## src/rtl/divider_pkg.sv

```systemverilog
// Shared FSM encoding and default widths for the sequential restoring divider.
package divider_pkg;

  typedef enum logic [1:0] {
    IDLE = 2'd0,
    RUN  = 2'd1,
    DONE = 2'd2
  } state_t;

  localparam int DIVIDEND_W_DEF = 8;
  localparam int DIVISOR_W_DEF  = 4;

  // Iteration counter width; never zero so a 1-bit dividend still has a counter.
  function automatic int cnt_width(input int n);
    return (n > 1) ? $clog2(n) : 1;
  endfunction

endpackage

```

## src/rtl/seq_divider_if.sv

```systemverilog
// Request/result bundle between a divider client and the divider core.
// div_by_zero exists only when DIVIDER_ZERO_DETECT_EN is defined.
interface seq_divider_if
  import divider_pkg::*;
#(
  parameter int DIVIDEND_W = DIVIDEND_W_DEF,
  parameter int DIVISOR_W  = DIVISOR_W_DEF
);
  logic                  start_vld;
  logic [DIVIDEND_W-1:0] dividend_dat;
  logic [DIVISOR_W-1:0]  divisor_dat;
  logic [DIVIDEND_W-1:0] quotient_dat;
  logic [DIVISOR_W-1:0]  remainder_dat;
  logic                  busy;
  logic                  done_vld;
`ifdef DIVIDER_ZERO_DETECT_EN
  logic                  div_by_zero;
`endif

  modport master (
    output start_vld, dividend_dat, divisor_dat,
`ifdef DIVIDER_ZERO_DETECT_EN
    input  div_by_zero,
`endif
    input  quotient_dat, remainder_dat, busy, done_vld
  );

  modport slave (
    input  start_vld, dividend_dat, divisor_dat,
`ifdef DIVIDER_ZERO_DETECT_EN
    output div_by_zero,
`endif
    output quotient_dat, remainder_dat, busy, done_vld
  );

endinterface

```

## src/rtl/div_step.sv

```systemverilog
// One combinational restoring-division step: shift in the next dividend bit,
// subtract the divisor when it fits.
module div_step #(
  parameter int DIVISOR_W = 4
) (
  input  logic [DIVISOR_W:0]   prem_i,
  input  logic                 bit_i,
  input  logic [DIVISOR_W-1:0] divisor_i,
  output logic [DIVISOR_W:0]   prem_o,
  output logic                 qbit_o
);

  // One extra bit keeps the compare exact even when a zero divisor lets the remainder grow.
  logic [DIVISOR_W+1:0] shifted;
  logic [DIVISOR_W+1:0] divisor_ext;

  assign shifted     = {prem_i, bit_i};
  assign divisor_ext = {2'b00, divisor_i};

  always_comb begin
    qbit_o = 1'b0;
    prem_o = shifted[DIVISOR_W:0];
    if (shifted >= divisor_ext) begin
      qbit_o = 1'b1;
      prem_o = (DIVISOR_W+1)'(shifted - divisor_ext);
    end
  end

endmodule

```

## src/rtl/seq_divider_core.sv

```systemverilog
// IDLE/RUN/DONE controller: one quotient bit per RUN cycle, results registered on exit.
// DIVIDER_ZERO_DETECT_EN short-circuits a zero divisor straight to DONE with a flag.
module seq_divider_core
  import divider_pkg::*;
#(
  parameter int DIVIDEND_W = DIVIDEND_W_DEF,
  parameter int DIVISOR_W  = DIVISOR_W_DEF
) (
  input  logic         clk_i,
  input  logic         rst_i,
  seq_divider_if.slave bus
);

  localparam int CNT_W = cnt_width(DIVIDEND_W);

  state_t                state_q;
  logic [CNT_W-1:0]      cnt_q;
  // Dividend bits leave at the top while quotient bits enter at the bottom.
  logic [DIVIDEND_W-1:0] work_q;
  logic [DIVISOR_W-1:0]  divisor_q;
  logic [DIVISOR_W:0]    prem_q;
  logic [DIVIDEND_W-1:0] quotient_q;
  logic [DIVISOR_W-1:0]  remainder_q;
  logic                  busy_q;
  logic                  done_q;
  logic [DIVISOR_W:0]    prem_d;
  logic                  qbit_d;
`ifdef DIVIDER_ZERO_DETECT_EN
  logic                  dbz_q;
`endif

  div_step #(.DIVISOR_W(DIVISOR_W)) u_step (
    .prem_i    (prem_q),
    .bit_i     (work_q[DIVIDEND_W-1]),
    .divisor_i (divisor_q),
    .prem_o    (prem_d),
    .qbit_o    (qbit_d)
  );

  always_ff @(posedge clk_i) begin
    if (rst_i) begin
      state_q     <= IDLE;
      cnt_q       <= '0;
      work_q      <= '0;
      divisor_q   <= '0;
      prem_q      <= '0;
      quotient_q  <= '0;
      remainder_q <= '0;
      busy_q      <= 1'b0;
      done_q      <= 1'b0;
`ifdef DIVIDER_ZERO_DETECT_EN
      dbz_q       <= 1'b0;
`endif
    end else begin
      done_q <= 1'b0;
      unique case (state_q)
        IDLE: begin
          if (bus.start_vld) begin
            work_q    <= bus.dividend_dat;
            divisor_q <= bus.divisor_dat;
            prem_q    <= '0;
            cnt_q     <= CNT_W'(DIVIDEND_W - 1);
`ifdef DIVIDER_ZERO_DETECT_EN
            dbz_q <= (bus.divisor_dat == '0);
            if (bus.divisor_dat == '0) begin
              quotient_q  <= '1;
              remainder_q <= bus.dividend_dat[DIVISOR_W-1:0];
              done_q      <= 1'b1;
              state_q     <= DONE;
            end else begin
              busy_q  <= 1'b1;
              state_q <= RUN;
            end
`else
            busy_q  <= 1'b1;
            state_q <= RUN;
`endif
          end
        end
        RUN: begin
          prem_q <= prem_d;
          work_q <= {work_q[DIVIDEND_W-2:0], qbit_d};
          cnt_q  <= cnt_q - 1'b1;
          if (cnt_q == '0) begin
            quotient_q  <= {work_q[DIVIDEND_W-2:0], qbit_d};
            remainder_q <= prem_d[DIVISOR_W-1:0];
            busy_q      <= 1'b0;
            done_q      <= 1'b1;
            state_q     <= DONE;
          end
        end
        DONE:    state_q <= IDLE;
        default: state_q <= IDLE;
      endcase
    end
  end

  assign bus.quotient_dat  = quotient_q;
  assign bus.remainder_dat = remainder_q;
  assign bus.busy          = busy_q;
  assign bus.done_vld      = done_q;
`ifdef DIVIDER_ZERO_DETECT_EN
  assign bus.div_by_zero   = dbz_q;
`endif

endmodule

```

## src/rtl/seq_divider.sv

```systemverilog
// Sequential restoring divider top: flat ports onto the internal request/result bundle.
// oDivByZero is present only when DIVIDER_ZERO_DETECT_EN is defined.
module seq_divider
  import divider_pkg::*;
#(
  parameter int DIVIDEND_W = DIVIDEND_W_DEF,
  parameter int DIVISOR_W  = DIVISOR_W_DEF
) (
  input  logic                  Clock,
  input  logic                  Reset,
  input  logic                  iStart,
  input  logic [DIVIDEND_W-1:0] iDividend,
  input  logic [DIVISOR_W-1:0]  iDivisor,
  output logic [DIVIDEND_W-1:0] oQuotient,
  output logic [DIVISOR_W-1:0]  oRemainder,
  output logic                  oBusy,
`ifdef DIVIDER_ZERO_DETECT_EN
  output logic                  oDivByZero,
`endif
  output logic                  oDone
);

  seq_divider_if #(.DIVIDEND_W(DIVIDEND_W), .DIVISOR_W(DIVISOR_W)) bus ();

  assign bus.start_vld    = iStart;
  assign bus.dividend_dat = iDividend;
  assign bus.divisor_dat  = iDivisor;
  assign oQuotient        = bus.quotient_dat;
  assign oRemainder       = bus.remainder_dat;
  assign oBusy            = bus.busy;
  assign oDone            = bus.done_vld;
`ifdef DIVIDER_ZERO_DETECT_EN
  assign oDivByZero       = bus.div_by_zero;
`endif

  seq_divider_core #(.DIVIDEND_W(DIVIDEND_W), .DIVISOR_W(DIVISOR_W)) u_core (
    .clk_i (Clock),
    .rst_i (Reset),
    .bus   (bus.slave)
  );

endmodule

```

## config.mk

```make
export PLATFORM = sky130hd
export DESIGN_NAME = seq_divider
export DESIGN_NICKNAME = d
export VERILOG_FILES = /design/src/rtl/divider_pkg.sv /design/src/rtl/seq_divider_if.sv /design/src/rtl/div_step.sv /design/src/rtl/seq_divider_core.sv /design/src/rtl/seq_divider.sv
export SDC_FILE = /design/constraint.sdc
export NUM_CORES = 1
export LEC_CHECK = 0
export ABC_AREA = 0
export CORE_ASPECT_RATIO = 0.5
export CORE_MARGIN = 8
export CORE_UTILIZATION = 49
export CTS_BUF_LIST = sky130_fd_sc_hd__clkbuf_8
export DETAILED_ROUTE_END_ITERATION = 16
export MAX_ROUTING_LAYER = met4
export PLACE_DENSITY = 0.87
export SKIP_CTS_REPAIR_TIMING = 1
export SLEW_MARGIN = 20
export SYNTH_ARGS = -nofsm -noshare
export SYNTH_HDL_FRONTEND = slang
export SYNTH_SLANG_ARGS = --single-unit
```

## constraint.sdc

```tcl
create_clock -name Clock -period 1.75 [get_ports Clock]
set_input_delay 0.35 -clock Clock [delete_from_list [all_inputs] [get_ports Clock]]
set_output_delay 0.35 -clock Clock [all_outputs]
set_load 0.05 [all_outputs]
```

==> key figures, run 1 <==
Power and ir drop
  • Static Leak: 0.936 nW
  • Switching Share: roughly a third
  • Internal: between 1.5 and 2 mW
  • Maximum vdd ir drop: roughly 0.6 mV
  • Total power: between 2 and 2.5 mW
  • P_sw: about 0.77 mW
  • Clock network fraction of design power: a little under a third
  • Sequential share of power: about two fifths
  • PwrDens: ~1100 nW/µm²
  • Logic gate share of total power: between 20 and 30%

Worst setup path
  • Worst R2R End: u_core.bus.remainder_dat[0]
  • Reg2reg setup slack: -80 ps
  • Max FO, Critical Path: 6
  • Worst Setup SP: u_core.work_q[7]
  • Critical Path AT: about 2000 ps
  • CP Buf/Inv Count: 2
  • RR Startpoint: u_core.work_q[7]
  • Crit Path Class: reg -> reg
  • Worst path depth: 8
  • CP Capture Type: flip-flop
  • Slowest stage delay, CP: about 330 ps
  • Worst-path cell chain: inv_2 > ha_4 > inv_2 > fa_2 > a21o_1 > a21oi_4 > nand3_2 > a32o_1
  • Slowest cell on crit path: dfxtp_2
  • CP required: about 1900 ps
  • Top delay family on crit path: compound AO/OA/AOI/OAI gates
  • End of the critical path: u_core.bus.remainder_dat[0]
  • CP dominant cell by count: inv_2
  • Worst setup SP type: flip-flop
  • FF-to-FF path depth: 8

Detailed routing
  • DR pass1 iterations: 4
  • Vias per cell: between 5 and 6
  • Post-route ant nets: 0
  • Drt drc: 0
  • Final WL: around 4300 µm
  • DR vias: roughly 1500
  • DRT iter0 DRCs: 69
  • Drt wl/cell: ~15 µm

Yosys
  • Synth cell types: roughly 40
  • Syn avg cell area: 8.76 µm²
  • Syn Nets: 212
  • Share of flip-flops with an asynchronous set or reset: 0%
  • Cell taking the most area after synthesis: dfxtp_1
  • EDFF count, synth: 0
  • Post-synth top flop: dfxtp_1
  • Seq cells post-synth: 36
  • Top area cells in the synthesized netlist: dfxtp_1 (43%), nor2_1 (5.9%), a21oi_1 (4.8%)
  • Syn Std Cell Area: between 1500 and 2000 µm²
  • Post-Synthesis Cells: 190
  • Yosys warns: 0
  • Share of the synthesized area in the top cell type: 43.3%
  • Sequential share of the synthesized area: approximately 43%

Cells and area
  • Commonest non-fill, non-tap cells in the layout: buf_4 (35), dfxtp_1 (35), nor2_1 (25)
  • Layout area overhead: 34.2%
  • Fillers: about 270
  • Final Util: about two thirds
  • Register area: a little over 700 µm²
  • Layout cells sized above 1: approximately a quarter
  • Area of the multi-input gates: 905 µm²
  • Final #Nets: 259
  • Diodes inserted: 0

Global route
  • Vias in the first global route: 1516
  • First-pass GRT wire length: 7200 µm
  • Initial antenna violation count: 0
  • Congestion Overflow GR: 0
  • GRT Overall Usage: approximately 16%
  • Largest net degree at the start of global routing: 13

Timing
  • Worst Skew: approximately 6.5 ps
  • Post-route setup TNS: -242 ps
  • Rel. slew slack: between 60% and 70%
  • Max Fclk: between 500 and 600 MHz
  • Period Utilization, post-route: 105%
  • Final hold vios: 0
  • Worst slew pin tran: ~480 ps
  • RSZ-0062 raised after global routing: yes
  • Fin. max-slew vios: 0
  • Setup Viol. Count Final: 7
  • Min Hold Slack: about 460 ps
  • Setup ws final: -82.2 ps
  • Tmin final: 1830 ps

Clocking
  • CTS sink count: 36
  • Clock root buffer: clkbuf_8
  • Htree depth: 2
  • Maximum clock insertion buffer count: 2
  • CTS tree: yes
  • CTS buffer count: 5
  • Clock-pin slew on the worst setup and hold paths: 70 ps
  • Worst-Skew Late Latency: ~290 ps

Placement
  • I/O Buffers: 28
  • Gp weighted congestion: 0.898
  • Hpwl dp: 3320 µm

Floorplan
  • Die height: roughly 57 µm
  • Row count: 15
  • Total core area: roughly 3300 µm²
  • Initial Util: about half
  • Ports: 29
  • Die area: around 5600 µm²
  • Chip Width: slightly below 100 µm

Outcome
  • Failing checks: negative setup slack
  • Outcome: finished, violations left

Hold path
  • Worst Hold Class: reg -> reg
  • Worst hold start: u_core.bus.quotient_dat[4]

Run
  • Max Cap Viol: 0
-- power groups by stage --
stage | sequential (mW) | combinational (mW) | clock, mW
floorplan | 1.01 | 0.387 | 0
global placement | 0.968 | 0.621 | 0
detailed placement | 0.972 | 0.641 | 0
CTS | 0.954 | 0.644 | 0.721
global route | 0.964 | 0.767 | 0.757
finish | 0.957 | 0.700 | 0.713
-- cells in the mapped netlist, types with 3 or more instances --
cell / n
dfxtp_1: 36
nor2_1: 26
a21oi_1: 16
nand2_1: 15
inv_1: 11
o21ai_0: 8
ha_1: 6
clkbuf_1: 5
o31ai_1: 5
a22o_1: 4
mux2i_1: 4
nand2b_1: 4
a211oi_1: 3
a32oi_1: 3
and2_1: 3
buf_2: 3
nand3b_1: 3
nand4_1: 3
nor2b_1: 3
o221a_2: 3
-- final cells by class --
type / count / area share, %
Clock buffer: 5 / 3.08
Tap cell: 42 / 2.35
Timing Repair Buffer: 49 / 18.0
Inverter: 12 / 2.02
Multi-Input combinational cell: 133 / 40.5
Clock inverter: 3 / 1.74
Sequential cell: 36 / 32.3
-- how the worst min path moves through the flow --
stage                                       to  slack (ps)  cells after the start
floorplan                     u_core.prem_q[4]         430                      2
global placement    u_core.bus.quotient_dat[0]         440                      2
detailed placement  u_core.bus.quotient_dat[4]         450                      2
CTS                 u_core.bus.quotient_dat[4]         460                      2
global route        u_core.bus.quotient_dat[4]         490                      2
finish              u_core.bus.quotient_dat[4]         460                      2
-- sequential cells by signal, indices dropped and copies added, names as in the netlist --
name / flops
u_core.work_q: 8
u_core.bus.quotient_dat: 8
u_core.divisor_q: 4
u_core.state_q: 2
u_core.prem_q: 5
u_core.bus.remainder_dat: 4
u_core.bus.done_vld: 1
u_core.cnt_q: 3
u_core.bus.busy: 1
-- worst reg2reg max path: stages (launching register included) --
cell     delay (ps)
dfxtp_2         330
inv_2            80
ha_4            140
inv_2            30
fa_2            330
a21o_1          200
a21oi_4         240
nand3_2         120
a32o_1          260
-- metal layers --
metal  wire, µm  part of all wire, %  vias up  global-route usage (%)
li1           -                    -      768                       -
met1       1910                   44      725                    18.5
met2       2140                   50       45                    26.9
met3        196                  4.5       10                    3.39
met4         71                  1.6        0                    6.91
met5          0                    0        -                       -
-- cell families (layout without fill, tap and decap cells) --
group                    count (synthesis)  count (layout)  share of synthesized area [%]
AND/OR/NAND/NOR                         65              65                           19.2
buffers and inverters                   21              69                           5.41
multiplexers                             4               4                           2.40
adder cells (fa/ha/maj)                  7               7                           5.71
XOR/XNOR                                 2               2                           1.05
AO/OA/AOI/OAI                           55              55                           23.0
flip-flops                              36              36                           43.3
-- per-stage QoR --
| stage | worst slack, ps | instances | area [µm²] |
|---|---|---|---|
| 3_5_place_dp | -90.8 | 270 | 2080 |
| 4_1_cts | -108 | 278 | 2190 |
| 5_1_grt | -153 | 280 | 2230 |
| 3_3_place_gp | -63.6 | 270 | 2080 |
| 6_report | -82.2 | 280 | 2230 |
| 2_1_floorplan | 21.9 | 190 | 1690 |
Note: power is estimated with default switching activity, not from simulation.
==> run 2: changes to the inputs <==
--- a/config.mk
+++ b/config.mk
@@ -13,8 +13,9 @@
 export DETAILED_ROUTE_END_ITERATION = 16
 export MAX_ROUTING_LAYER = met4
-export PLACE_DENSITY = 0.87
+export PLACE_DENSITY = 0.86
 export SKIP_CTS_REPAIR_TIMING = 1
 export SLEW_MARGIN = 20
 export SYNTH_ARGS = -nofsm -noshare
 export SYNTH_HDL_FRONTEND = slang
+export SYNTH_HIERARCHICAL = 1
 export SYNTH_SLANG_ARGS = --single-unit
==> constraint.sdc (replaced) <==
create_clock -name Clock -period 1.75 [get_ports Clock]
set_input_delay 0.35 -clock Clock [delete_from_list [all_inputs] [get_ports Clock]]
set_output_delay 0.35 -clock Clock [all_outputs]
set_load 0.02 [all_outputs]
==> run 2 against run 1 <==
The run still ends with negative setup slack left. Worst setup slack worse by 360 ps. Cell area is 0.56% higher. Sequential power is 2% lower. Power is 10% lower. Clock-buffer cell count stayed put. Critical path depth is 1 higher. Clock skew is 3.5 ps lower. Via count is 11% lower. Combinational power is 8.4% lower. Non-clock buffer count is 6 lower. Largest cell class unchanged. Highest routed layer unchanged.
==> key figures, run 2 <==
Power and ir drop
  • Maximum vdd ir drop: approximately 0.46 mV
  • Static Leak: around 0.84 nW
  • PwrDens: 945 nW/µm²

Clocking
  • CTS sink count: 36
  • Worst-Skew Late Latency: ~280 ps
  • Clock-pin slew on the worst setup and hold paths: approximately 70 ps
  • Htree depth: 2
  • Clock root buffer: clkbuf_8
  • Maximum clock insertion buffer count: 2
  • CTS tree: yes
  • CTS buffer count: 5

Cells and area
  • Final Util: between 60% and 70%
  • Final #Nets: 237
  • Cell Count, Final, Fillers Out: about 270
  • Layout area overhead: 30.8%
  • Diodes inserted: 0
  • Commonest non-fill, non-tap cells in the layout: dfxtp_1 (34), clkdlybuf4s50_1 (28), nand2_1 (24)
  • Most common cell after layout, fill and taps aside: dfxtp_1
  • Layout cells sized above 1: 27.4%

Floorplan
  • Die height: between 50 and 60 µm
  • Die area: around 5800 µm²
  • Chip Width: roughly 100 µm
  • Total core area: 3400 µm²
  • Row count: 15
  • Ports: 29
  • Initial Util: ~51%

Worst setup path
  • FF-to-FF path depth: 9
  • Slowest stage delay, CP: roughly 410 ps
  • Slowest cell on crit path: a2111oi_4
  • Worst-path cell chain: inv_2 > ha_4 > inv_2 > fa_2 > a21o_4 > a2111oi_4 > mux2_4 > a22oi_2 > nor2_1
  • CP dominant cell by count: inv_2
  • CP Capture Type: flip-flop
  • Worst setup SP type: flip-flop
  • CP required: roughly 1900 ps
  • Top delay family on crit path: compound AO/OA/AOI/OAI gates
  • Reg2reg setup slack: -440 ps
  • CP Buf/Inv Count: 2
  • Worst R2R End: u_core/prem_q[1]
  • Max FO, Critical Path: 3
  • Crit Path Class: reg -> reg
  • RR Startpoint: u_core/work_q[7]
  • Critical Path AT: 2370 ps

Global route
  • First-pass GRT wire length: roughly 6400 µm
  • Congestion Overflow GR: 0
  • Vias in the first global route: around 1400
  • Largest net degree at the start of global routing: 37
  • Initial antenna violation count: 0
  • GRT Overall Usage: between 10% and 20%

Yosys
  • Post-synth top flop: dfxtp_1
  • Top area cells in the synthesized netlist: dfxtp_1 (42%), mux2i_1 (7.6%), a211oi_2 (6.6%)
  • EDFF count, synth: 0
  • Syn Nets: around 200
  • Sequential share of the synthesized area: about two fifths
  • Share of the synthesized area in the top cell type: a little over two fifths
  • Commonest cells in the netlist: dfxtp_1 (36), nand2_1 (28), nor2_1 (19)
  • Cell taking the most area after synthesis: dfxtp_1
  • Seq cells post-synth: 36
  • Syn Std Cell Area: about 1700 µm²
  • Count leader, synth: dfxtp_1
  • Synth cell types: 37
  • Yosys warns: 6
  • Syn avg cell area: 9.76 µm²
  • Post-Synthesis Cells: between 150 and 200
  • Share of flip-flops with an asynchronous set or reset: 0%

Timing
  • RSZ-0062 raised after global routing: yes
  • Period Utilization, post-route: 125%
  • Rel. slew slack: 53.9%
  • Final hold vios: 0
  • Setup ws final: -438 ps
  • Fin. max-slew vios: 0
  • Worst Skew: 2.99 ps
  • Setup Viol. Count Final: 11
  • Tmin final: 2190 ps
  • Worst slew pin tran: 689 ps
  • Max Fclk: roughly 460 MHz

Hold path
  • Worst hold path depth: 2
  • Worst Hold Class: reg -> reg
  • Worst hold start: u_core/bus.quotient_dat[1]
  • Hold EP: u_core/bus.quotient_dat[1]

Run
  • Max Cap Viol: 0

Placement
  • Placed Cells: about 260
  • I/O Buffers: 28
  • Hpwl dp: approximately 2800 µm
  • Gp weighted congestion: roughly 0.82

Detailed routing
  • DRT iter0 DRCs: 98
  • Vias per cell: between 5 and 6
  • Post-route ant nets: 0
  • DR pass1 iterations: 4
  • DR vias: about 1400
  • Drt wl/cell: approximately 15 µm
  • Final WL: ~3900 µm
  • Drt drc: 0

Outcome
  • Outcome: finished, violations left
  • Failing checks: negative setup slack
[run 2: worst max-delay path by stage]
stage	startpoint	to	cells after the start
3_5_place_dp	u_core/work_q[7]	u_core/prem_q[1]	9
4_1_cts	u_core/work_q[7]	u_core/prem_q[1]	9
3_3_place_gp	u_core/work_q[7]	u_core/prem_q[1]	9
6_report	u_core/work_q[7]	u_core/prem_q[1]	9
5_1_grt	u_core/work_q[7]	u_core/prem_q[2]	11
2_1_floorplan	u_core/work_q[7]	u_core/prem_q[1]	9
[run 2: kinds of logic (layout without fill, tap and decap cells)]
group / after synthesis / count (layout) / synth area share (%)
AOI/OAI and AO/OA: 42 / 42 / 20.6
xor gates and xnor gates: 2 / 2 / 1.02
adders and majority gates: 7 / 7 / 5.54
buffers and inverters: 21 / 60 / 7.21
DFF: 36 / 36 / 42.0
muxes: 14 / 14 / 8.45
and+or+nand+nor: 54 / 54 / 15.2
[run 2: worst min-delay path: cells and delay by family, from the launching register on]
family / cells / cell delay [ps]
compound gates: 1 / 60
flops: 1 / 310
simple gates: 1 / 50
[run 2: power by group]
group          switching, mW  internal (mW)
Clock                  0.278          0.265
Sequential            0.0526          0.887
Combinational          0.322          0.319
Total                  0.653           1.47
[run 2: area by class of cell]
type                    instances  area, µm²
multi-input cells             119        940
repair buffers                 43        405
flip-flops and latches         36        723
well taps                      51       63.8
clock buffers                   5       68.8
fillers                       249       1150
inverters                      10       37.5
clock inverters                 2       8.76
[run 2: metrics by stage]
| step | setup TNS (ps) | setup WS, ps | cell area [µm²] | total power, mW | hold slack, ps |
|---|---|---|---|---|---|
| 6_report | -3820 | -438 | 2250 | 2.12 | 462 |
| 5_1_grt | -5140 | -573 | 2250 | 2.24 | 481 |
| 4_1_cts | -3490 | -411 | 2190 | 2.08 | 455 |
| 3_5_place_dp | -3390 | -399 | 2120 | 1.54 | 445 |
| 3_3_place_gp | -2630 | -324 | 2120 | 1.51 | 442 |
| 2_1_floorplan | -2580 | -432 | 1740 | 1.36 | 445 |
[run 2: routing by layer]
| layer | track usage (%) | vias to the layer above | wire (µm) |
|---|---|---|---|
| li1 | - | 686 | - |
| met1 | 14.7 | 672 | 1820 |
| met2 | 25.0 | 19 | 1970 |
| met3 | 3.10 | 4 | 105 |
| met4 | 6.40 | 0 | 35 |
| met5 | - | - | 0 |
==> run 3: changes to the inputs <==
- CORE_UTILIZATION: 49 -> 50
- DONT_BUFFER_PORTS: not set -> 1
- PLACE_DENSITY: 0.86 -> 0.77
==> run 3 against run 2 <==
The run still ends with negative setup slack left. Largest cell class unchanged. Flip-flop and latch count unchanged. Cell area shrank 15%. Sequential share of layout area up 5.6 points. Via count fell by 11%. Die area down 1.6%. Sequential power increased by 2.6%. Clock skew down 1.0 ps. Core utilization is 9.2 points lower. Clock power shrank 1%.
==> key figures, run 3 (synthesis gave the netlist of run 2 again) <==
Timing
  • Setup ws final: -463 ps
  • Period Utilization, post-route: 126%
  • Max Fclk: between 400 and 500 MHz
  • Fin. max-slew vios: 0
  • Setup Viol. Count Final: 11
  • Worst slew pin tran: ~520 ps
  • Min Hold Slack: 125 ps
  • Final hold vios: 0
  • Tmin final: approximately 2200 ps
  • Worst Skew: ~2 ps
  • RSZ-0062 raised after global routing: yes
  • Rel. slew slack: between 60% and 70%
  • Post-route setup TNS: -4030 ps

Floorplan
  • Row count: 15
  • Chip Width: 98.9 µm
  • Ports: 29
  • Die height: about 57 µm
  • Total core area: ~3400 µm²
  • Die area: around 5700 µm²
  • Initial Util: about 51%

Cells and area
  • Cell Count, Final, Fillers Out: 228
  • Layout area overhead: 11.3%
  • Final Util: a little under three fifths
  • Final #Nets: around 210
  • Most common cell after layout, fill and taps aside: dfxtp_1
  • Layout cells sized above 1: 26.3%
  • Fillers: approximately 280
  • Diodes inserted: 0
  • Register area: around 720 µm²
  • Commonest non-fill, non-tap cells in the layout: dfxtp_1 (34), nand2_1 (27), nor2_1 (19)
  • Area of the multi-input gates: roughly 920 µm²

Clocking
  • Htree depth: 2
  • Clock-pin slew on the worst setup and hold paths: 70 ps
  • Worst-Skew Late Latency: ~280 ps
  • Clock root buffer: clkbuf_8
  • CTS sink count: 36
  • CTS tree: yes
  • CTS buffer count: 5
  • Maximum clock insertion buffer count: 2

Global route
  • Vias in the first global route: ~1200
  • Congestion Overflow GR: 0
  • First-pass GRT wire length: 5820 µm
  • GRT Overall Usage: a little over an eighth
  • Largest net degree at the start of global routing: 37
  • Initial antenna violation count: 0

Worst setup path
  • CP Buf/Inv Count: 2
  • Worst setup SP type: flip-flop
  • Max FO, Critical Path: 5
  • Slowest cell on crit path: a2111oi_4
  • Critical Path AT: ~2400 ps
  • Crit Path Class: reg -> reg
  • Top delay family on crit path: compound AO/OA/AOI/OAI gates
  • CP Capture Type: flip-flop
  • CP required: just under 2000 ps
  • Slowest stage delay, CP: about 430 ps
  • Worst-path cell chain: inv_2 > ha_4 > inv_2 > fa_2 > a21o_4 > a2111oi_4 > mux2_4 > a22oi_1 > nor2_1
  • CP dominant cell by count: inv_2

Placement
  • Gp weighted congestion: about 0.79
  • I/O Buffers: 0
  • Hpwl dp: approximately 2500 µm
  • Placed Cells: 220

Detailed routing
  • Met1 WL: 1640 µm
  • Vias per cell: approximately 5.4
  • Met2 WL post-DR: approximately 1700 µm
  • DRT iter0 DRCs: 68
  • Drt wl/cell: roughly 16 µm
  • Metal3 WL: about 190 µm
  • DR pass1 iterations: 5
  • Drt drc: 0
  • Post-route ant nets: 0
  • Uppermost layer routed: met4
  • DR vias: roughly 1200
  • Final WL: ~3500 µm

Outcome
  • Outcome: finished, violations left
  • Failing checks: negative setup slack

Hold path
  • Worst Hold Class: in -> reg

Run
  • Max Cap Viol: 0

Power and ir drop
  • Total power: roughly 2.0 mW
  • PwrDens: around 1100 nW/µm²
  • Static Leak: 0.727 nW
  • Maximum vdd ir drop: 0.429 mV
run 3: area by class of cell:
cell class	count	share of cell area [%]
clock buffers	5	3.60
flip-flops and latches	36	37.8
multi-input cells	119	47.9
well taps	42	2.75
inverters	10	1.96
clock inverters	2	0.458
repair buffers	14	5.50
run 3: per-layer routing:
layer | up-vias | global-route usage (%)
li1 | 621 | -
met1 | 587 | 14.6
met2 | 19 | 21.1
met3 | 7 | 4.24
met4 | 0 | 6.48
met5 | - | -
run 3: metrics by stage:
| stage | area, µm² | worst slack, ps |
|---|---|---|
| 2_1_floorplan | 1740 | -432 |
| 3_3_place_gp | 1800 | -365 |
| 5_1_grt | 1910 | -552 |
| 6_report | 1910 | -463 |
| 4_1_cts | 1880 | -442 |
| 3_5_place_dp | 1800 | -428 |
run 3: worst register-to-register path: stages, from the launching register on:
cell and delay [ps]:
dfxtp_2 320, inv_2 60, ha_4 120, inv_2 30, fa_2 330, a21o_4 220
a2111oi_4 430, mux2_4 360, a22oi_1 180, nor2_1 50
run 3: power breakdown:
| part | switching [mW] | total (mW) | internal [mW] |
|---|---|---|---|
| Sequential | 0.0764 | 0.964 | 0.887 |
| Clock | 0.272 | 0.536 | 0.264 |
| Combinational | 0.257 | 0.514 | 0.256 |
run 3: worst paths after layout:
kind | startpoint | to | slack, ps | depth (start not counted)
setup / recovery | u_core/work_q[7] | u_core/prem_q[1] | -460 | 9
hold / removal | Reset | u_core/cnt_q[0] | 120 | 1
setup reg to reg | u_core/work_q[7] | u_core/prem_q[1] | -460 | 9
hold reg to reg | u_core/work_q[0] | u_core/bus.quotient_dat[1] | 470 | 2
